==> src/rtl/rr_arb_pkg.sv <==
// Shared types and limits for the round-robin decode arbiter.
//   arb_state_t : arbiter FSM state (idle / grant held)
//   MAX_REQ     : largest supported requester count
package rr_arb_pkg;

    localparam int unsigned MAX_REQ = 16;

    typedef enum logic {
        ST_IDLE  = 1'b0,
        ST_GRANT = 1'b1
    } arb_state_t;

endpackage : rr_arb_pkg

==> src/rtl/arb_idx_decoder.sv <==
// Enabled binary-to-one-hot decoder, purely combinational.
// Ports:
//   idx      in  IDX_W       binary index to decode
//   en       in  1           when low the output is all zero
//   onehot_c out 2**IDX_W    one-hot decode of idx, gated by en
module arb_idx_decoder #(
    parameter int unsigned IDX_W = 4
) (
    input  logic [IDX_W-1:0]      idx,
    input  logic                  en,
    output logic [(2**IDX_W)-1:0] onehot_c
);

    // Decode with enable gating.
    always_comb begin
        onehot_c = '0;
        if (en) begin
            onehot_c[idx] = 1'b1;
        end
    end

endmodule : arb_idx_decoder

==> src/rtl/rr_decode_arbiter.sv <==
// Round-robin arbiter sharing one decoded select resource among N_REQ requesters.
// A winner is held until it drops its request; on every hand-off the previous
// owner becomes lowest priority. The winner index drives a one-hot decoder.
// Optional build macro ARB_HOLD_LIMIT_EN: force a hand-off once an owner has
// reached HOLD_MAX on its hold counter while anyone else is requesting.
// Ports:
//   clk      in   1      rising-edge clock
//   rst_n    in   1      asynchronous active-low reset
//   req      in   N_REQ  level request vector
//   gnt      out  N_REQ  one-hot grant, zero when gnt_vld=0 (decoded from registers)
//   gnt_idx  out  IDX_W  current owner index, zero when idle (registered)
//   gnt_vld  out  1      grant active (registered)
module rr_decode_arbiter
    import rr_arb_pkg::*;
#(
    parameter int unsigned N_REQ    = 16,
    parameter int unsigned IDX_W    = $clog2(N_REQ),
    parameter int unsigned HOLD_MAX = 15
) (
    input  logic             clk,
    input  logic             rst_n,
    input  logic [N_REQ-1:0] req,
    output logic [N_REQ-1:0] gnt,
    output logic [IDX_W-1:0] gnt_idx,
    output logic             gnt_vld
);

    arb_state_t       state_q, state_d;
    logic [IDX_W-1:0] idx_q, idx_d;
    logic             vld_q, vld_d;
    logic [IDX_W-1:0] ptr_q, ptr_d;

    logic [N_REQ-1:0] owner_oh;
    logic [N_REQ-1:0] cand;
    logic [IDX_W-1:0] base;
    logic [IDX_W-1:0] win;
    logic             found;
    logic             hold_hit;
    logic             new_grant;

    // While granting, search starts just above the owner and excludes it,
    // so the owner is always the lowest priority at hand-off time.
    always_comb begin
        owner_oh = N_REQ'(1) << idx_q;
        if (state_q == ST_GRANT) begin
            base = idx_q + IDX_W'(1);
            cand = req & ~owner_oh;
        end else begin
            base = ptr_q;
            cand = req;
        end
    end

    // First set candidate scanning upward from base; IDX_W-bit add wraps mod N_REQ.
    always_comb begin
        found = 1'b0;
        win   = '0;
        for (int unsigned k = 0; k < N_REQ; k++) begin
            if (!found && cand[base + IDX_W'(k)]) begin
                found = 1'b1;
                win   = base + IDX_W'(k);
            end
        end
    end

`ifdef ARB_HOLD_LIMIT_EN
    localparam int unsigned HOLD_W = $clog2(HOLD_MAX + 1);

    logic [HOLD_W-1:0] hold_q, hold_d;

    assign hold_hit = (hold_q == HOLD_W'(HOLD_MAX));

    // Grant-cycle counter of the current owner, saturating, cleared on each new grant.
    always_comb begin
        hold_d = hold_q;
        if (new_grant) begin
            hold_d = '0;
        end else if (vld_q && !hold_hit) begin
            hold_d = hold_q + HOLD_W'(1);
        end
    end

    always_ff @(posedge clk or negedge rst_n) begin
        if (!rst_n) begin
            hold_q <= '0;
        end else begin
            hold_q <= hold_d;
        end
    end
`else
    // HOLD_MAX only matters when the hold limit is built in.
    localparam int unsigned unused_hold_max = HOLD_MAX;

    assign hold_hit = 1'b0;
`endif

    // Next-state and register updates for the arbitration FSM.
    always_comb begin
        state_d   = state_q;
        idx_d     = idx_q;
        vld_d     = vld_q;
        ptr_d     = ptr_q;
        new_grant = 1'b0;
        case (state_q)
            ST_IDLE: begin
                if (found) begin
                    state_d   = ST_GRANT;
                    idx_d     = win;
                    vld_d     = 1'b1;
                    new_grant = 1'b1;
                end
            end
            ST_GRANT: begin
                // Release, or forced hand-off when someone else is waiting.
                if (!req[idx_q] || (hold_hit && found)) begin
                    ptr_d = idx_q + IDX_W'(1);
                    if (found) begin
                        idx_d     = win;
                        new_grant = 1'b1;
                    end else begin
                        state_d = ST_IDLE;
                        idx_d   = '0;
                        vld_d   = 1'b0;
                    end
                end
            end
            default: begin
                state_d = ST_IDLE;
                idx_d   = '0;
                vld_d   = 1'b0;
            end
        endcase
    end

    // State and grant registers.
    always_ff @(posedge clk or negedge rst_n) begin
        if (!rst_n) begin
            state_q <= ST_IDLE;
            idx_q   <= '0;
            vld_q   <= 1'b0;
            ptr_q   <= '0;
        end else begin
            state_q <= state_d;
            idx_q   <= idx_d;
            vld_q   <= vld_d;
            ptr_q   <= ptr_d;
        end
    end

    assign gnt_idx = idx_q;
    assign gnt_vld = vld_q;

    arb_idx_decoder #(
        .IDX_W (IDX_W)
    ) u_dec (
        .idx      (idx_q),
        .en       (vld_q),
        .onehot_c (gnt)
    );

endmodule : rr_decode_arbiter
==> config.mk <==
export PLATFORM = sky130hd
export DESIGN_NAME = rr_decode_arbiter
export DESIGN_NICKNAME = d
export VERILOG_FILES = /design/src/rtl/rr_arb_pkg.sv /design/src/rtl/arb_idx_decoder.sv /design/src/rtl/rr_decode_arbiter.sv
export SDC_FILE = /design/constraint.sdc
export NUM_CORES = 1
export LEC_CHECK = 0
export CELL_PAD_IN_SITES_DETAIL_PLACEMENT = 1
export CELL_PAD_IN_SITES_GLOBAL_PLACEMENT = 2
export CORE_ASPECT_RATIO = 1.2
export CORE_MARGIN = 2
export CORE_UTILIZATION = 37
export CTS_BUF_LIST = sky130_fd_sc_hd__clkbuf_4
export DETAILED_ROUTE_END_ITERATION = 7
export PLACE_DENSITY = 0.91
export SYNTH_ARGS = -nofsm -noshare
export SYNTH_HDL_FRONTEND = slang
export SYNTH_HIERARCHICAL = 1
export SYNTH_SLANG_ARGS = --single-unit
==> constraint.sdc <==
create_clock -name clk -period 13.6 [get_ports clk]
set_input_delay 2.72 -clock clk [delete_from_list [all_inputs] [get_ports clk]]
set_output_delay 2.72 -clock clk [all_outputs]
set_load 0.005 [all_outputs]
==> results of run 1 <==
## per-stage QoR
| stage | worst slack (ps) | utilization (%) | instance area, sq um |
|---|---|---|---|
| floorplan | 8031 | - | 3477 |
| global placement | 6489 | 42.56 | 3865 |
| detailed placement | 6170 | 42.56 | 3865 |
| CTS | 6177 | 42.85 | 3891 |
| global route | 5435 | 42.85 | 3891 |
| finish | 6088 | 42.85 | 3891 |
## final cells by class
type	count	area, sq um	share of cell area (%)
inverters	15	58.81	1.511
repair buffers	42	410.4	10.55
flip-flops and latches	10	250.2	6.431
clock buffers	3	22.52	0.5788
well taps	120	150.1	3.859
multi-input cells	397	2995	76.98
clock inverters	1	3.754	0.09646
## cells in the mapped netlist (3+ instances only)
library cell,instances
nand2_1,50
o2111ai_1,35
nor2_1,31
o21ai_0,27
a21oi_1,19
mux2_2,19
nand4_1,19
mux2i_1,18
nand3_1,16
ha_1,14
clkbuf_1,12
inv_1,11
mux4_2,11
xnor2_1,11
dfrtp_1,10
o211ai_1,10
buf_2,9
nand4b_1,8
o21a_1,7
a31oi_1,6
nand3b_1,6
a22oi_1,5
nand2b_1,5
nand4bb_1,5
nor3_1,5
and2_1,4
buf_1,4
buf_6,4
nor4_1,4
a21o_1,3
a22o_1,3
buf_4,3
nor2b_1,3
o22ai_1,3
## worst paths after layout
kind / start / endpoint / slack, ps / depth (start not counted)
worst min register to register: ptr_q[2] / ptr_q[2] / 490 / 2
worst max register to register: gnt_idx[0] / gnt_idx[0] / 6090 / 18
worst max-delay path: gnt_idx[0] / gnt_idx[0] / 6090 / 18
worst min-delay path: ptr_q[2] / ptr_q[2] / 490 / 2
max in group asynchronous: rst_n / gnt_idx[3] / 10500 / 1
min in group asynchronous: rst_n / ptr_q[0] / 2770 / 1
## state kept, by name, summed over array words and instances (netlist names)
name	flops
gnt_idx	4
gnt_vld	1
ptr_q	4
state_q	1
## routing by layer
| layer | up-vias | GRT usage (%) | wire [microns] |
|---|---|---|---|
| met5 | - | 0 | 0 |
| met4 | 0 | 14.39 | 766 |
| met3 | 51 | 1.835 | 862 |
| met2 | 224 | 48.44 | 6590 |
| met1 | 1943 | 36.05 | 5849 |
| li1 | 1839 | - | - |
## placed cells by master (no fill, tap or decap), drive strengths merged, types with 13 or more instances in the layout
cell            n
nor2           34
nand2          50
nand4          19
o21ai          31
nand3          16
clkdlybuf4s50  38
mux2i          19
o2111ai        35
ha             14
a21oi          21
xnor2          13
mux2           19
## cell families after synthesis
kind of cell / after synthesis
AO/OA/AOI/OAI: 150
buffers and inverters: 47
XOR/XNOR: 14
AND/OR/NAND/NOR: 170
adder cells (fa/ha/maj): 14
multiplexers: 49
flip-flops: 10
## worst max-delay path, stage by stage, from the launching register on
cell	delay, ps
dfrtp_1	850
inv_1	170
ha_1	350
mux2_2	550
clkinv_1	460
ha_1	920
inv_1	560
o2111ai_1	200
nand4_1	270
mux4_2	640
nor2_4	180
nand4b_2	360
nor4_2	700
and2_1	250
ha_1	170
nand2b_1	250
a2111oi_0	100
a41o_1	270
a31oi_1	130
==> metrics.md, run 1 <==
| Metric | Value |
|---|---|
| IO buf count | 38 |
| Largest family of logic cells by synthesized area | compound AO/OA/AOI/OAI gates |
| Adder-Cell Fraction of Synth Area | 5.038% |
| Hold WS | 487.9 ps |
| Worst-path clk slew | 70 ps |
| H-tree Lvls | 1 |
| Synth top area cells | o2111ai_1 (8.8%), dfrtp_1 (7.2%), mux4_2 (7.1%) |
| Synth area leader | o2111ai_1 |
| Skew final | 1.201 ps |
| Final hold viol count | 0 |
| CTS-repair resized insts | 0 |
| TritonCTS Buffers | 3 |
| Total Nets Final | 501 |
| Ys async rst share | 100.0% |
| Die area | 0.01019 sq mm |
| Number of fill cells in the layout | 1130 |
| Post-route insts no fill | 588 |
| # DRC | 0 |
| First-pass iteration count of the detailed router | 5 |
| Commonest register cell after synthesis | dfrtp_1 |
| Via density | 6.900 |
| Worst-margin pin slew | 1062 ps |
| Syn Std Cell Area | 0.003477 sq mm |
| EDFF count, synth | 0 |
| Placed insts | 584 |
| Slew Limit Headroom | 28.96% |
| WL per Instance | 23.93 microns |
| ANT cells | 0 |
| Post-CTS Setup Inserts | 0 |
| CTS Buffer Depth | 2 |
| Core Area | 0.009081 sq mm |
| Num Clock Sinks | 10 |
| Seq/Total Area, Yosys | 7.197% |
| First DRT Iteration DRCs | 355 |
| Outcome | finished, final reports clean |
| Compound-Gate Fraction of Synth Area | 31.20% |
| Simple-gate share of the synthesized area | 26.88% |
| RSZ-0062 raised after global routing | no |
| Library cells used by synthesis | 74 |
| Remaining Overflow, GRT | 0 |
| Final ANT Viol Nets | 0 |
| Largest net degree at the start of global routing | 34 |
| Post-DP HPWL | 10.97 mm |
| RD Place Congestion | 1.075 |
| DIE WIDTH | 92.50 microns |
| Vias in the first global route | 4070 |
| Die Ht | 110.2 microns |
| Syn avg cell area | 7.659 sq um |
| Gate Count Post-Synth | 454 |
| WP data required | 13800 ps |
| Synth warnings | 6 |
| IO Count | 39 |
| Flops & latches, synth | 10 |
| Row cnt | 38 |
| Clock period minus worst slack | 7512 ps |
| Hold WC Path Type | reg2reg |
| Layout cells sized above 1 | 12.39% |
| Final TNS setup | 0 ps |
| MaxCap Viol Count | 0 |
| Initial core utilization | 38.29% |
| Final Cycle Share | 55.23% |
| Achievable frequency | 133.1 MHz |
| Vias | 4057 |
| Setup CP Type | reg2reg |
| Synthesized net count | 486 |
| Layout area overhead | 11.91% |
| First-pass GRT wire length | 22.63 mm |
| # setup viols final | 0 |
| Initial antenna violation count | 0 |
| Hold_buf cts | 0 |
| Gr usage total | 28.27% |
| Worst EP arrival | 7710 ps |
| Clk root buf | clkbuf_4 |
| Crit path max fanout | 26 |
| Critical path endpoint category | register |
| Worst-skew pair later-pin latency | 280 ps |
| XOR/XNOR Fraction of Synth Area | 4.174% |
| Wirelength, routed | 14.07 mm |
| CTS tree | yes |
| Post-synthesis mux area share | 18.86% |
| Max-slew violations | 0 |
| CP startpoint kind | register |
| Yosys top cell area share | 8.816% |
Power of run 1 is left out: the tool's default activity adds up to more than one toggle a clock period on the data nets, which glitch-free logic cannot reach.
==> run 2, diff against run 1 <==
--- a/config.mk
+++ b/config.mk
@@ -9,10 +9,10 @@
 export CELL_PAD_IN_SITES_GLOBAL_PLACEMENT = 2
 export CORE_ASPECT_RATIO = 1.2
 export CORE_MARGIN = 2
-export CORE_UTILIZATION = 37
+export CORE_UTILIZATION = 35
 export CTS_BUF_LIST = sky130_fd_sc_hd__clkbuf_4
 export DETAILED_ROUTE_END_ITERATION = 7
-export PLACE_DENSITY = 0.91
+export PLACE_DENSITY = 0.87
 export SYNTH_ARGS = -nofsm -noshare
 export SYNTH_HDL_FRONTEND = slang
 export SYNTH_HIERARCHICAL = 1
==> constraint.sdc (replaced) <==
create_clock -name clk -period 7.5 [get_ports clk]
set_input_delay 1.5 -clock clk [delete_from_list [all_inputs] [get_ports clk]]
set_output_delay 1.5 -clock clk [all_outputs]
set_load 0.005 [all_outputs]
==> run 2 against run 1 <==
Compared with the run above:
- setup slack got worse by 4800 ps
- maximum frequency grew 21%
- first-iteration DRC count decreased by 28%
- hold slack better by 14 ps
- final cell count rose by 1.2%
- routed wire length increased by 1.6%
- cell area is 0.96% higher
- non-clock buffer count is 5 higher
- via count increased by 1.5%
- critical endpoint unchanged
- highest routed layer unchanged
==> metrics.md, run 2 (synthesis results as in run 1) <==
| Metric | Value |
|---|---|
| Outcome | finished, final reports clean |
| Layout cells sized above 1 | 13.35% |
| Worst EP arrival | 6350 ps |
| H-tree Lvls | 1 |
| # setup viols final | 0 |
| Vias | 4118 |
| CTS tree | yes |
| Max-slew violations | 0 |
| WL per Instance | 24.03 microns |
| Post-route insts no fill | 595 |
| IO Count | 39 |
| Post-CTS Setup Inserts | 0 |
| Vias in the first global route | 4108 |
| Placed insts | 592 |
| CTS-repair resized insts | 0 |
| Final ANT Viol Nets | 0 |
| Largest net degree at the start of global routing | 34 |
| Highest routed layer | met4 |
| # DRC | 0 |
| Critical path, cell by cell | inv_1 -> ha_1 -> mux2_2 -> clkinv_1 -> ha_1 -> inv_1 -> o2111ai_1 -> nand4_1 -> nand2_1 -> mux2i_1 -> nor2_2 -> nand4b_2 -> nor4_2 -> buf_4 -> and2_1 -> ha_1 -> nand2b_1 -> a2111oi_0 -> a41o_1 -> a31oi_1 |
| CP Buf/Inv Count | 4 |
| Remaining Overflow, GRT | 0 |
| Worst-margin pin slew | 1032 ps |
| Final hold viol count | 0 |
| RD Place Congestion | 0.9357 |
| Post-DP HPWL | 10.90 mm |
| Commonest non-fill, non-tap cell in the layout | nand2_1 |
| Final Cycle Share | 82.93% |
| Row cnt | 39 |
| Gr usage total | 26.49% |
| Hold_buf cts | 0 |
| DIE WIDTH | 94.99 microns |
| Via density | 6.921 |
| Crit path max fanout | 26 |
| Critical path endpoint category | register |
| Num Clock Sinks | 10 |
| Worst-path clk slew | 60 ps |
| Die area | 0.01075 sq mm |
| Most frequent CP cell | ha_1 |
| IO buf count | 38 |
| M1 WL | 5.996 mm |
| Core Area | 0.009613 sq mm |
| WP data required | 7630 ps |
| Hold WC Path Type | reg2reg |
| Clk root buf | clkbuf_4 |
| Met2 Routed Length | 6.916 mm |
| Critical Path Slowest Stage Cell | mux2_2 |
| Largest stage delay on the critical path | 580 ps |
| Skew final | 3.765 ps |
| Clock period minus worst slack | 6220 ps |
| Initial antenna violation count | 0 |
| Setup CP Type | reg2reg |
| Most frequent cells in the layout | nand2_1 (50), clkdlybuf4s50_1 (38), o2111ai_1 (35), nor2_1 (31), o21ai_0 (27) |
| Final TNS setup | 0 ps |
| Fin util | 40.87% |
| CTS Buffer Depth | 2 |
| Initial core utilization | 36.17% |
| Total Nets Final | 506 |
| Slew Limit Headroom | 30.92% |
| First DRT Iteration DRCs | 256 |
| Layout area overhead | 12.99% |
| Wirelength, routed | 14.30 mm |
| Die Ht | 113.2 microns |
| First-pass iteration count of the detailed router | 5 |
| Worst-skew pair later-pin latency | 270 ps |
| Hold WS | 502.4 ps |
| First-pass GRT wire length | 22.56 mm |
| TritonCTS Buffers | 3 |
| CP startpoint kind | register |
| Top delay family on crit path | simple AND/OR/NAND/NOR gates |
| Achievable frequency | 160.8 MHz |
| RSZ-0062 raised after global routing | no |
| ANT cells | 0 |
| MaxCap Viol Count | 0 |
| Wire length on met3 | 820 microns |
==> run 2: changes by cell type in the layout (fill, tap and decap cells not counted), sizes merged <==
cell	before	now
buf	4	9
clkinv	4	3
==> run 2: worst paths after layout <==
check / from / to / slack, ps / depth (start not counted)
max: gnt_idx[0] / gnt_idx[0] / 1280 / 20
min: ptr_q[2] / ptr_q[2] / 500 / 2
max reg2reg: gnt_idx[0] / gnt_idx[0] / 1280 / 20
min reg2reg: ptr_q[2] / ptr_q[2] / 500 / 2
max in group asynchronous: rst_n / gnt_vld / 5650 / 1
min in group asynchronous: rst_n / ptr_q[0] / 1540 / 1
==> run 2: metrics by stage <==
step | worst slack, ps | instance area (sq um)
2_1_floorplan | 2621 | 3477
5_1_grt | 924.7 | 3929
6_report | 1280 | 3929
3_5_place_dp | 1472 | 3906
4_1_cts | 1434 | 3929
3_3_place_gp | 1741 | 3906
==> run 2: final cells by class <==
class,count,area (sq um)
multi-input cells,397,2995
inverters,15,58.81
flip-flops and latches,10,250.2
repair buffers,47,447.9
clock buffers,3,22.52
fillers,1198,5684
well taps,123,153.9
==> run 2: worst register-to-register path, delay by kind of cell, from the launching register on <==
kind / cells / cell delay (ps)
buf+inv: 4 / 1360
compound gates: 4 / 900
flops: 1 / 360
mux: 2 / 1030
simple gates: 7 / 1490
fa+ha+maj: 3 / 940
==> run 2: routing by layer <==
metal	vias up	track usage (%)
li1	1848	-
met1	2026	33.44
met2	199	46.24
met3	45	1.931
met4	0	10.63
met5	-	0
Power of run 2 is left out for the same reason.
==> run 3, diff against run 2 <==
==> constraint.sdc (replaced) <==
create_clock -name clk -period 6.1 [get_ports clk]
set_input_delay 1.22 -clock clk [delete_from_list [all_inputs] [get_ports clk]]
set_output_delay 1.22 -clock clk [all_outputs]
set_load 0.005 [all_outputs]
==> run 3 against run 2 <==
Compared with the run above:
- final cell count increased by 1.0%
- flip-flop and latch count unchanged
- clock skew increased by 1.8 ps
- utilization increased by 0.43 points
- via count decreased by 0.46%
- non-clock buffer count increased by 5
- first-iteration DRC count decreased by 12%
- die area unchanged
==> metrics.md, run 3 (synthesis results as in run 1) <==
| Metric | Value |
|---|---|
| MaxCap Viol Count | 0 |
| CTS tree | yes |
| Worst-margin pin slew | 1092 ps |
| IO Count | 39 |
| Setup CP Type | reg2reg |
| R2r worst-path depth | 18 |
| Final Cycle Share | 91.73% |
| Vias | 4099 |
| Gr usage total | 26.56% |
| Top delay family on crit path | compound AO/OA/AOI/OAI gates |
| Final hold viol count | 0 |
| CP Buf/Inv Count | 2 |
| Worst-skew pair later-pin latency | 260 ps |
| Post-CTS Setup Inserts | 0 |
| Final ANT Viol Nets | 0 |
| Critical path, cell by cell | ha_1 -> ha_1 -> mux2_2 -> clkinv_2 -> ha_1 -> a21oi_1 -> xnor2_1 -> mux2_2 -> a21oi_2 -> nand4bb_1 -> nor4_2 -> buf_4 -> and2_1 -> ha_1 -> nand2b_1 -> a2111oi_0 -> a41o_1 -> a31oi_1 |
| RD Place Congestion | 0.9469 |
| Num Clock Sinks | 10 |
| IO buf count | 38 |
| Via density | 6.820 |
| # setup viols final | 0 |
| Remaining Overflow, GRT | 0 |
| Worst EP arrival | 5770 ps |
| H-tree Lvls | 1 |
| Final TNS setup | 0 ps |
| First DRT Iteration DRCs | 225 |
| Total Nets Final | 511 |
| Core Area | 0.009613 sq mm |
| # DRC | 0 |
| RSZ-0062 raised after global routing | no |
| Skew final | 5.561 ps |
| Clock period minus worst slack | 5595 ps |
| CTS-repair resized insts | 0 |
| CTS Buffer Depth | 2 |
| Max-slew violations | 0 |
| Initial antenna violation count | 0 |
| Die area | 0.01075 sq mm |
| Critical path endpoint category | register |
| Initial core utilization | 36.17% |
| Commonest non-fill, non-tap cell in the layout | nand2_1 |
| Largest net degree at the start of global routing | 26 |
| Vias in the first global route | 4106 |
| Wirelength, routed | 14.12 mm |
| Achievable frequency | 178.7 MHz |
| Layout cells sized above 1 | 14.23% |
| Worst-path clk slew | 70 ps |
| Critical Path Slowest Stage Cell | dfrtp_1 |
| Hold WC Path Type | reg2reg |
| First-pass GRT wire length | 22.62 mm |
| Layout area overhead | 14.18% |
| Die Ht | 113.2 microns |
| Slew Limit Headroom | 26.96% |
| Largest stage delay on the critical path | 530 ps |
| Hold_buf cts | 0 |
| Post-DP HPWL | 10.93 mm |
| Crit. path cell count | 18 |
| Row cnt | 39 |
| Most frequent CP cell | ha_1 |
| First-pass iteration count of the detailed router | 4 |
| WL per Instance | 23.49 microns |
| ANT cells | 0 |
| Crit path max fanout | 19 |
| Outcome | finished, final reports clean |
| WP data required | 6280 ps |
| TritonCTS Buffers | 3 |
| Clk root buf | clkbuf_4 |
| Most frequent cells in the layout | nand2_1 (50), clkdlybuf4s50_1 (38), o2111ai_1 (35), nor2_1 (31), o21ai_0 (27) |
| Hold path cells | 2 |
| DIE WIDTH | 94.99 microns |
| CP startpoint kind | register |
run 3: changes by cell type in the layout (fill, tap and decap cells not counted), sizes merged:
cell    previous run  this run
buf                9        14
clkinv             3         4
run 3: stage by stage:
step,instances,setup slack [ps],hold WS (ps),area [sq um],util [%]
after global placement,597,866.8,467.1,3944,41.03
after detailed placement,597,605.4,481.9,3944,41.03
after global routing,601,181.8,530.7,3970,41.30
after CTS,601,602.5,500.1,3970,41.30
final,601,504.8,497.4,3970,41.30
after floorplan,454,1221,449.8,3477,-
run 3: area by class of cell:
cell class              count  area, sq um
clock buffers               3        22.52
clock inverters             1        3.754
fillers                  1198         5643
inverters                  15        58.81
multi-input cells         397         2995
flip-flops and latches     10        250.2
well taps                 123        153.9
repair buffers             52        485.5
run 3: final timing paths:
kind	startpoint	end	slack, ps
max reg2reg	gnt_idx[1]	gnt_idx[0]	500
min in group asynchronous	rst_n	ptr_q[3]	1280
max	gnt_idx[1]	gnt_idx[0]	500
max in group asynchronous	rst_n	gnt_idx[3]	4480
min	ptr_q[2]	ptr_q[2]	500
min reg2reg	ptr_q[2]	ptr_q[2]	500
run 3: routing by layer:
layer  up-vias  routed length (microns)  GRT usage (%)
li1       1857                        -              -
met1      2013                     6017          34.72
met2       191                     6837          45.01
met3        38                      761          2.730
met4         0                      503          9.372
met5         -                        0              0
run 3: worst min-delay path, cell delays in order, from the launching register on:
cell	delay, ps
dfrtp_1	350
nand2_1	50
o21ai_0	60
Power of run 3 is left out for the same reason.
